## src/rtl/z_result_queue_if.sv

```systemverilog
// z_result_queue_if
//   Bundles the control, data and status signals between the ALU side and
//   the Z result queue.
//   Parameters: WIDTH (data width), DEPTH (entries, power of 2, >= 2).
//   Signals:
//     ZControl  2      00 idle, 01 drive (pop), 10 load (push), 11 load+drive
//     ZInput    WIDTH  data pushed on load
//     flush     1      discard all queued entries
//     err_clr   1      clear sticky error flags
//     ZOutput   WIDTH  last value driven out of the queue (registered)
//     empty     1      no entries held
//     full      1      DEPTH entries held
//     count     CW     entries currently held
//     ovf_err   1      sticky: load attempted while full
//     unf_err   1      sticky: drive attempted while empty
//   Modports: master (ALU / controller side), slave (queue side).
interface z_result_queue_if #(
    parameter int unsigned WIDTH = 32,
    parameter int unsigned DEPTH = 4
);
    localparam int unsigned CW = $clog2(DEPTH + 1);

    logic [1:0]       ZControl;
    logic [WIDTH-1:0] ZInput;
    logic             flush;
    logic             err_clr;
    logic [WIDTH-1:0] ZOutput;
    logic             empty;
    logic             full;
    logic [CW-1:0]    count;
    logic             ovf_err;
    logic             unf_err;

    modport master (
        output ZControl, ZInput, flush, err_clr,
        input  ZOutput, empty, full, count, ovf_err, unf_err
    );

    modport slave (
        input  ZControl, ZInput, flush, err_clr,
        output ZOutput, empty, full, count, ovf_err, unf_err
    );
endinterface

```

## src/rtl/z_result_queue.sv

```systemverilog
// z_result_queue
//   FIFO of ALU results between the ALU and register-file write-back.
//   Keeps the legacy 2-bit Z load/drive encoding; adds ordering, combined
//   load+drive (with bypass when empty), flush, occupancy and sticky errors.
//   Ports:
//     clk  - single clock, rising edge
//     rst  - synchronous active-high reset (highest priority)
//     zq   - z_result_queue_if.slave bundle (control, data, status)
module z_result_queue #(
    parameter int unsigned WIDTH = 32,
    parameter int unsigned DEPTH = 4
) (
    input logic               clk,
    input logic               rst,
    z_result_queue_if.slave   zq
);
    localparam int unsigned CW = $clog2(DEPTH + 1);
    localparam int unsigned AW = $clog2(DEPTH);

    logic [WIDTH-1:0] mem [DEPTH];
    logic [AW-1:0]    wr_ptr;
    logic [AW-1:0]    rd_ptr;
    logic [CW-1:0]    count_q;

    logic is_empty;
    logic is_full;
    logic push;
    logic pop;
    logic bypass;
    logic ovf_set;
    logic unf_set;

    assign is_empty = (count_q == '0);
    assign is_full  = (count_q == CW'(DEPTH));

    // Status comes from the registered count only.
    assign zq.empty = is_empty;
    assign zq.full  = is_full;
    assign zq.count = count_q;

    always_comb begin
        push    = 1'b0;
        pop     = 1'b0;
        bypass  = 1'b0;
        ovf_set = 1'b0;
        unf_set = 1'b0;
        if (!zq.flush) begin
            case (zq.ZControl)
                2'b10: begin
                    if (is_full) ovf_set = 1'b1;
                    else         push    = 1'b1;
                end
                2'b01: begin
                    if (is_empty) unf_set = 1'b1;
                    else          pop     = 1'b1;
                end
                2'b11: begin
                    // Empty queue: the incoming word goes straight out.
                    // Otherwise (full included) push and pop together.
                    if (is_empty) begin
                        bypass = 1'b1;
                    end else begin
                        push = 1'b1;
                        pop  = 1'b1;
                    end
                end
                default: ;
            endcase
        end
    end

    // Storage has no reset; a push while full is only possible together
    // with a pop, which reads the old entry before it is overwritten.
    always_ff @(posedge clk) begin
        if (!rst && push) begin
            mem[wr_ptr] <= zq.ZInput;
        end
    end

    always_ff @(posedge clk) begin
        if (rst) begin
            wr_ptr     <= '0;
            rd_ptr     <= '0;
            count_q    <= '0;
            zq.ZOutput <= '0;
            zq.ovf_err <= 1'b0;
            zq.unf_err <= 1'b0;
        end else begin
            // A newly raised error wins over err_clr in the same cycle.
            zq.ovf_err <= ovf_set | (zq.ovf_err & ~zq.err_clr);
            zq.unf_err <= unf_set | (zq.unf_err & ~zq.err_clr);
            if (zq.flush) begin
                wr_ptr  <= '0;
                rd_ptr  <= '0;
                count_q <= '0;
            end else begin
                if (push) wr_ptr <= wr_ptr + 1'b1;
                if (pop) begin
                    rd_ptr     <= rd_ptr + 1'b1;
                    zq.ZOutput <= mem[rd_ptr];
                end
                if (bypass) zq.ZOutput <= zq.ZInput;
                if (push && !pop)      count_q <= count_q + 1'b1;
                else if (pop && !push) count_q <= count_q - 1'b1;
            end
        end
    end
endmodule
```

## src/flat_wrapper.sv

```systemverilog
// flat-port wrapper written by rule: the top's interface ports become plain ports
module z_result_queue_flat 
#(
    parameter int unsigned WIDTH = 32,
    parameter int unsigned DEPTH = 4
)
  (clk, rst, zq_ZControl, zq_ZInput, zq_flush, zq_err_clr, zq_ZOutput, zq_empty, zq_full, zq_count, zq_ovf_err, zq_unf_err);
  z_result_queue_if #(.WIDTH(WIDTH), .DEPTH(DEPTH)) zq_i ();
  input logic clk;
  input logic rst;
  input wire logic [$bits(zq_i.ZControl)-1:0] zq_ZControl;
  input wire logic [$bits(zq_i.ZInput)-1:0] zq_ZInput;
  input wire logic [$bits(zq_i.flush)-1:0] zq_flush;
  input wire logic [$bits(zq_i.err_clr)-1:0] zq_err_clr;
  output wire logic [$bits(zq_i.ZOutput)-1:0] zq_ZOutput;
  output wire logic [$bits(zq_i.empty)-1:0] zq_empty;
  output wire logic [$bits(zq_i.full)-1:0] zq_full;
  output wire logic [$bits(zq_i.count)-1:0] zq_count;
  output wire logic [$bits(zq_i.ovf_err)-1:0] zq_ovf_err;
  output wire logic [$bits(zq_i.unf_err)-1:0] zq_unf_err;
  assign zq_i.ZControl = zq_ZControl;
  assign zq_i.ZInput = zq_ZInput;
  assign zq_i.flush = zq_flush;
  assign zq_i.err_clr = zq_err_clr;
  assign zq_ZOutput = zq_i.ZOutput;
  assign zq_empty = zq_i.empty;
  assign zq_full = zq_i.full;
  assign zq_count = zq_i.count;
  assign zq_ovf_err = zq_i.ovf_err;
  assign zq_unf_err = zq_i.unf_err;
  z_result_queue #(.WIDTH(WIDTH), .DEPTH(DEPTH)) u_core (.clk(clk), .rst(rst), .zq(zq_i));
endmodule
```

## config.mk

```make
export PLATFORM = sky130hd
export DESIGN_NAME = z_result_queue_flat
export DESIGN_NICKNAME = d
export VERILOG_FILES = /design/src/rtl/z_result_queue_if.sv /design/src/rtl/z_result_queue.sv /design/src/flat_wrapper.sv
export SDC_FILE = /design/constraint.sdc
export NUM_CORES = 1
export LEC_CHECK = 0
export ABC_AREA = 1
export CAP_MARGIN = 20
export CORE_MARGIN = 3
export CORE_UTILIZATION = 35
export DETAILED_ROUTE_END_ITERATION = 12
export PLACE_DENSITY = 0.6
export SLEW_MARGIN = 20
export SYNTH_ARGS = -nofsm -noshare
export SYNTH_HDL_FRONTEND = slang
export SYNTH_SLANG_ARGS = --single-unit
```

## constraint.sdc

```tcl
create_clock -name clk -period 2.68 [get_ports clk]
set_input_delay 0.536 -clock clk [delete_from_list [all_inputs] [get_ports clk]]
set_output_delay 0.536 -clock clk [all_outputs]
set_load 0.02 [all_outputs]
```

Yosys cells after proc, flatten, opt, wreduce, memory -nomap -nowiden --
Memory sizes are Yosys's and may differ from the RTL's. A register that Yosys moved wholly into a read port is not among the register bits. Cells that the tools add are included.
Operators by class: bitwise operators 6, shifts and indexed selects 0, reduce and logical (&&, ||, !) cells 12, order comparisons 0, mux-type cells 22, $add $sub $neg 4, multipliers 0, equality and inequality tests 4, div/mod/pow operators 0
Operators with widths (number):
- 32-bit two-way mux | 2
- 1-bit two-way mux | 15
- 3-bit two-way mux | 2
- 2-bit by 1-bit adder with 2-bit output (second input constant) | 2
- 2-bit == test (second input constant) | 2
- 2-bit two-way mux | 2
- 2-bit nonzero test | 2
- 2-bit OR reduction | 2
- 3-bit by 1-bit adder with 3-bit output (second input constant) | 1
- 3-bit == test (second input constant) | 1
- 1-bit logical AND | 3
- 1-bit zero test | 3
- 3-bit zero test | 1
- 3-bit by 1-bit subtractor with 3-bit output (second input constant) | 1
- 1-bit AND | 2
- 2-bit by 1-bit == test with 1-bit output (second input constant) | 1
- 1-bit inverter | 2
- 1-bit bitwise OR | 2
- 1-bit one-hot mux with 2 select lines | 1
- 2-bit AND reduction | 1
Word-level totals: word-level logic and storage cells 55, memories 1, RAM bits 128, output and inout port bits 39, input port bits 38, register bits 41, memory bits (read-only) 0, latch bits 0
Memory list:
- u_core.mem | depth 4, width 32, read ports 1, clocked after memory_dff 1, wr ports 1, RTL line z_result_queue.sv:20 | logic [WIDTH-1:0] mem [DEPTH];

Logic depth before layout (Yosys ltp) --
depth in word-level cells 8, gate-level depth with buffers 15, depth with buffers taken out 15

Worst setup path before layout --
OpenSTA, ideal clock, no wires.
path kind register to register, start reg u_core.count_q[0], in the netlist u_core.zq.count[0], end mem u_core.mem[0][0] (enable), library setup time 421 ps, required time 2259 ps, cell stages (with the launch flop) 7, arrival 2406 ps, buffers on the path 0, slack -147 ps, path through dfxtp_1 -> nor2_4 -> nand2_4 -> nand2_1 -> nand2_1 -> nand2_1 -> nor2_1
On the way: cells in the longest elaborated chain, start to end 7, elaborated cells between the ends (all ways) 9, classes of those cells 1 x eq/ne; 6 x mux; 2 x reduce/logical
RTL lines:
- from (decl) | RTL line z_result_queue.sv:23 | logic [CW-1:0] count_q;
- from (signal assigned) | RTL line z_result_queue.sv:103 | if (push && !pop) count_q <= count_q + 1'b1;
- from (signal assigned) | RTL line z_result_queue.sv:104 | else if (pop && !push) count_q <= count_q - 1'b1;
- 3-bit == test / 3-bit zero test (equally long branches) | RTL line z_result_queue.sv:34, z_result_queue.sv:33
- 1-bit two-way mux (on tied branches) | RTL line z_result_queue.sv:50, z_result_queue.sv:60
- 1-bit one-hot mux with 2 select lines * | RTL line z_result_queue.sv:48 | case (zq.ZControl)
- 1-bit two-way mux * | RTL line z_result_queue.sv:47 | if (!zq.flush) begin
- 1-bit logical AND * | RTL line z_result_queue.sv:75 | if (!rst && push) begin
- 1-bit two-way mux * | RTL line z_result_queue.sv:75
- 1-bit two-way mux (implied by the code) * | RTL line z_result_queue.sv:76 | mem[wr_ptr] <= zq.ZInput;
- to (decl) | RTL line z_result_queue.sv:20
Every way passes the cells marked *; elsewhere a longest branch is shown, timed or not.

Worst setup path in the final report --
start reg u_core.count_q[0], in the netlist u_core.zq.count[0], end out zq_empty
On the way: cells in the longest elaborated chain, start to end 1
RTL lines:
- 3-bit zero test | RTL line z_result_queue.sv:33 | assign is_empty = (count_q == '0);
- to (decl) | RTL line flat_wrapper.sv:16 | output wire logic [$bits(zq_i.empty)-1:0] zq_empty;
No other way between the ends.

==> Flow_metrics.wiki <==
{| class="wikitable"
! Metric !! Value
|-
| Congestion Overflow GR || 0
|-
| Startpoint of the lowest-slack hold path || u_core.rd_ptr[1]
|-
| Average detailed-routed wire length per instance || 13.3 um
|-
| Clock tree from TritonCTS || built
|-
| 1st-pass router iterations || 4
|-
| Overall power || 6.03 mW
|-
| Via/cell ratio || 4.37
|-
| Total leakage power || 4.21 nW
|-
| Number of CTS-inserted buffers || 17
|-
| Root buffer selected by CTS || sky130_fd_sc_hd__clkbuf_16
|-
| Worst Path Max Fanout || 6
|-
| Leading cell type in the layout, fill and taps excluded || sky130_fd_sc_hd__nand2_1
|-
| CP Data Required Time || 2.14 ns
|-
| Post-DP HPWL || 10.1 mm
|-
| Total of endpoints with negative setup slack in the final report || 0
|-
| Pwr per Cell Area || 633 mW/mm^2
|-
| Worst slack on hold paths || 0.466 ns
|-
| Achievable Freq || 433 MHz
|-
| Total global-route track usage || 13.8%
|-
| Final Worst Setup Slack || 0.372 ns
|-
| Site Rows || 53
|-
| Worst hold path type || flop to flop
|-
| Flop and latch count out of synthesis || 171
|-
| Final worst path period share || 86.1%
|-
| Clock Pin Slew Worst Setup and Hold Paths || 0.06 ns
|-
| R2r startpoint || u_core.zq.count[0]
|-
| Fillers || 2035
|-
| Setup bufs post-CTS || 0
|-
| Critical path's largest stage delay || 0.60 ns
|-
| Final net count || 955
|-
| Resized Gates After CTS || 0
|-
| Effective utilization at floorplan || 36.2%
|-
| Number of input and output port buffers inserted || 76
|-
| Proportion of register bits with asynchronous set or reset after synthesis || 0%
|-
| Commonest non-fill, non-tap cells in the layout || 272 x sky130_fd_sc_hd__nand2_1, 182 x sky130_fd_sc_hd__inv_1, 128 x sky130_fd_sc_hd__edfxtp_1, 76 x sky130_fd_sc_hd__clkdlybuf4s50_1, 68 x sky130_fd_sc_hd__nand3_1
|-
| Arrival @ worst endpoint || 1.77 ns
|-
| Net count after synthesis || 875
|-
| Synthesis-to-finish area growth || 23.4%
|-
| Setup repair after global routing missed its margin || no
|-
| Remaining antenna violation count || 0
|-
| WHS Endpoint || u_core.rd_ptr[1]
|-
| Number of ports placed on the die boundary || 77
|-
| Outcome || finished, final reports clean
|-
| Total die area || 0.0239 mm^2
|-
| DRC viols || 0
|-
| Sequence of cells on the critical path || nor2_4 > nand2_4 > inv_1 > clkdlybuf4s50_1
|-
| Fin crit period || 2.31 ns
|-
| Number of diodes || 0
|-
| Number of sinks handled by clock tree synthesis || 171
|-
| Type of the worst setup path || flop to primary output
|-
| CTS Hold Buffers Added || 0
|-
| Slew Limit Headroom || 50.5%
|-
| Final-report hold violation count || 0
|-
| Vertical die dimension || 155 um
|-
| Vias || 5236
|-
| Worst slack at placement || 0.0492 ns
|-
| Number of stages on the worst hold path || 2
|-
| Global-route wire length before repair || 26.0 mm
|-
| Final instance count without filler cells || 1199
|-
| Wire length reported by the detailed router || 16.0 mm
|-
| Gp weighted congestion || 0.721
|-
| Crit start category || flop
|-
| Htree depth || 4
|-
| Max rail drop VDD || 0.455 mV
|-
| Layout cells sized above 1 || 10.7%
|-
| Count of distinct cell types in the synthesized netlist || 23
|-
| Cell area after synthesis || 0.00772 mm^2
|-
| Length in cells of the worst reg-to-reg path || 15
|-
| Dominant synthesized flop cell || sky130_fd_sc_hd__edfxtp_1
|-
| Post-Syn Instances || 831
|-
| Clock latency reported for the late side of the worst-skew pair || 0.42 ns
|-
| Reported max-cap violation count || 0
|-
| Warnings, synthesis || 0
|-
| Actual transition at the worst max-transition pin || 0.742 ns
|-
| Count of flip-flops with a built-in enable after synthesis || 128
|-
| Area after DPL || 0.00889 mm^2
|-
| Post-synthesis area per instance || 9.29 um^2
|-
| Cell total after placement || 1167
|-
| Antenna violations before repair || 0
|-
| Number of global-route vias before repair || 5032
|-
| Die Width || 155 um
|-
| Final slew viol count || 0
|-
| Critical path capture point type || primary output
|-
| Slack of the worst reg-to-reg path || 0.62 ns
|-
| CP max-delay cell || sky130_fd_sc_hd__clkdlybuf4s50_1
|-
| Total non-filler cell area in the finished layout || 0.00953 mm^2
|-
| RR Endpoint || u_core.zq.count[2]
|-
| Maximum count of clock buffers along a single path || 2
|-
| Share of synthesized area occupied by flip-flops and latches || 60.9%
|-
| Worst clock skew || 0.0116 ns
|-
| Largest net degree at the start of global routing || 65
|-
| Area inside the core boundary || 0.0214 mm^2
|-
| Detailed Route Iter0 Violations || 256
|}
worst max-delay path by stage:
stage / from / end / slack, ns / depth (start not counted)
finish: u_core.zq.count[0] / zq_empty / 0.37 / 4
CTS: u_core.zq.count[0] / zq_empty / 0.33 / 4
global placement: zq_ZControl[1] / u_core.zq.count[2] / 0.09 / 16
floorplan: u_core.zq.count[0] / u_core.mem[0][0] / -0.15 / 6
global route: zq_ZControl[1] / u_core.zq.count[2] / 0.24 / 16
detailed placement: zq_ZControl[1] / u_core.zq.count[2] / 0.05 / 16
layout make-up:
cell class | instances | area, um^2 | area share (%)
Tap cell | 275 | 344 | 3.61
Clock inverter | 11 | 166 | 1.75
Sequential cell | 171 | 4710 | 49.4
Multi-Input combinational cell | 440 | 2110 | 22.1
Inverter | 185 | 697 | 7.31
Clock buffer | 21 | 470 | 4.94
Timing Repair Buffer | 96 | 1040 | 10.9
stage by stage:
step	util [%]	setup TNS, ns
floorplan	-	-18.80
global placement	41.6	0
detailed placement	41.6	0
CTS	44.6	0
global route	44.6	0
finish	44.6	0
power by group:
part           switching [mW]  total, mW  internal [mW]
combinational           0.282      0.485          0.203
sequential             0.0232       2.92           2.90
clock                   0.996       2.63           1.63
total                    1.30       6.03           4.73
synth_stat cells (2+ instances only):
library cell / count / area, um^2
sky130_fd_sc_hd__nand2_1: 272 / 1020
sky130_fd_sc_hd__inv_1: 182 / 683
sky130_fd_sc_hd__edfxtp_1: 128 / 3840
sky130_fd_sc_hd__nand3_1: 68 / 340
sky130_fd_sc_hd__dfxtp_1: 43 / 861
sky130_fd_sc_hd__a21oi_1: 38 / 190
sky130_fd_sc_hd__a21oi_2: 33 / 289
sky130_fd_sc_hd__nor2_1: 11 / 41.3
sky130_fd_sc_hd__buf_2: 10 / 50.1
sky130_fd_sc_hd__clkbuf_1: 10 / 37.5
sky130_fd_sc_hd__buf_6: 8 / 90.1
sky130_fd_sc_hd__buf_4: 5 / 37.5
sky130_fd_sc_hd__ha_1: 5 / 62.6
sky130_fd_sc_hd__o21ai_0: 4 / 20.0
sky130_fd_sc_hd__clkbuf_8: 2 / 27.5
sky130_fd_sc_hd__inv_2: 2 / 7.51
sky130_fd_sc_hd__nand2_4: 2 / 22.5
sky130_fd_sc_hd__nand3_2: 2 / 20.0
sky130_fd_sc_hd__nor2_4: 2 / 22.5
registers in the layout (all words and copies together) (netlist names), named ones only:
register	flops
u_core.wr_ptr	2
u_core.zq.unf_err	1
u_core.rd_ptr	2
u_core.zq.ovf_err	1
u_core.zq.ZOutput	32
u_core.mem	128
u_core.zq.count	3
per-layer routing:
layer  share of wire [%]  GRT usage (%)  wire length (um)
met5                   0              0                 0
met1                  45           17.3              7120
met4                0.79           4.46               127
met2                  51           23.7              8140
met3                 3.7           3.13               595
cell families after synthesis:
| group | after synthesis | share of synthesized area (%) |
|---|---|---|
| buf+inv | 220 | 12.2 |
| compound gates | 75 | 6.46 |
| flops | 171 | 60.9 |
| simple gates | 358 | 19.3 |
| xor+xnor | 1 | 0.113 |
| fa+ha+maj | 6 | 1.07 |
worst max-delay path: cells and delay by family, from the launching register on:
kind | cells | cell delay, ns
buf+inv | 2 | 0.69
simple gates | 2 | 0.29
flops | 1 | 0.38
Power figures use the tool's default switching activity.
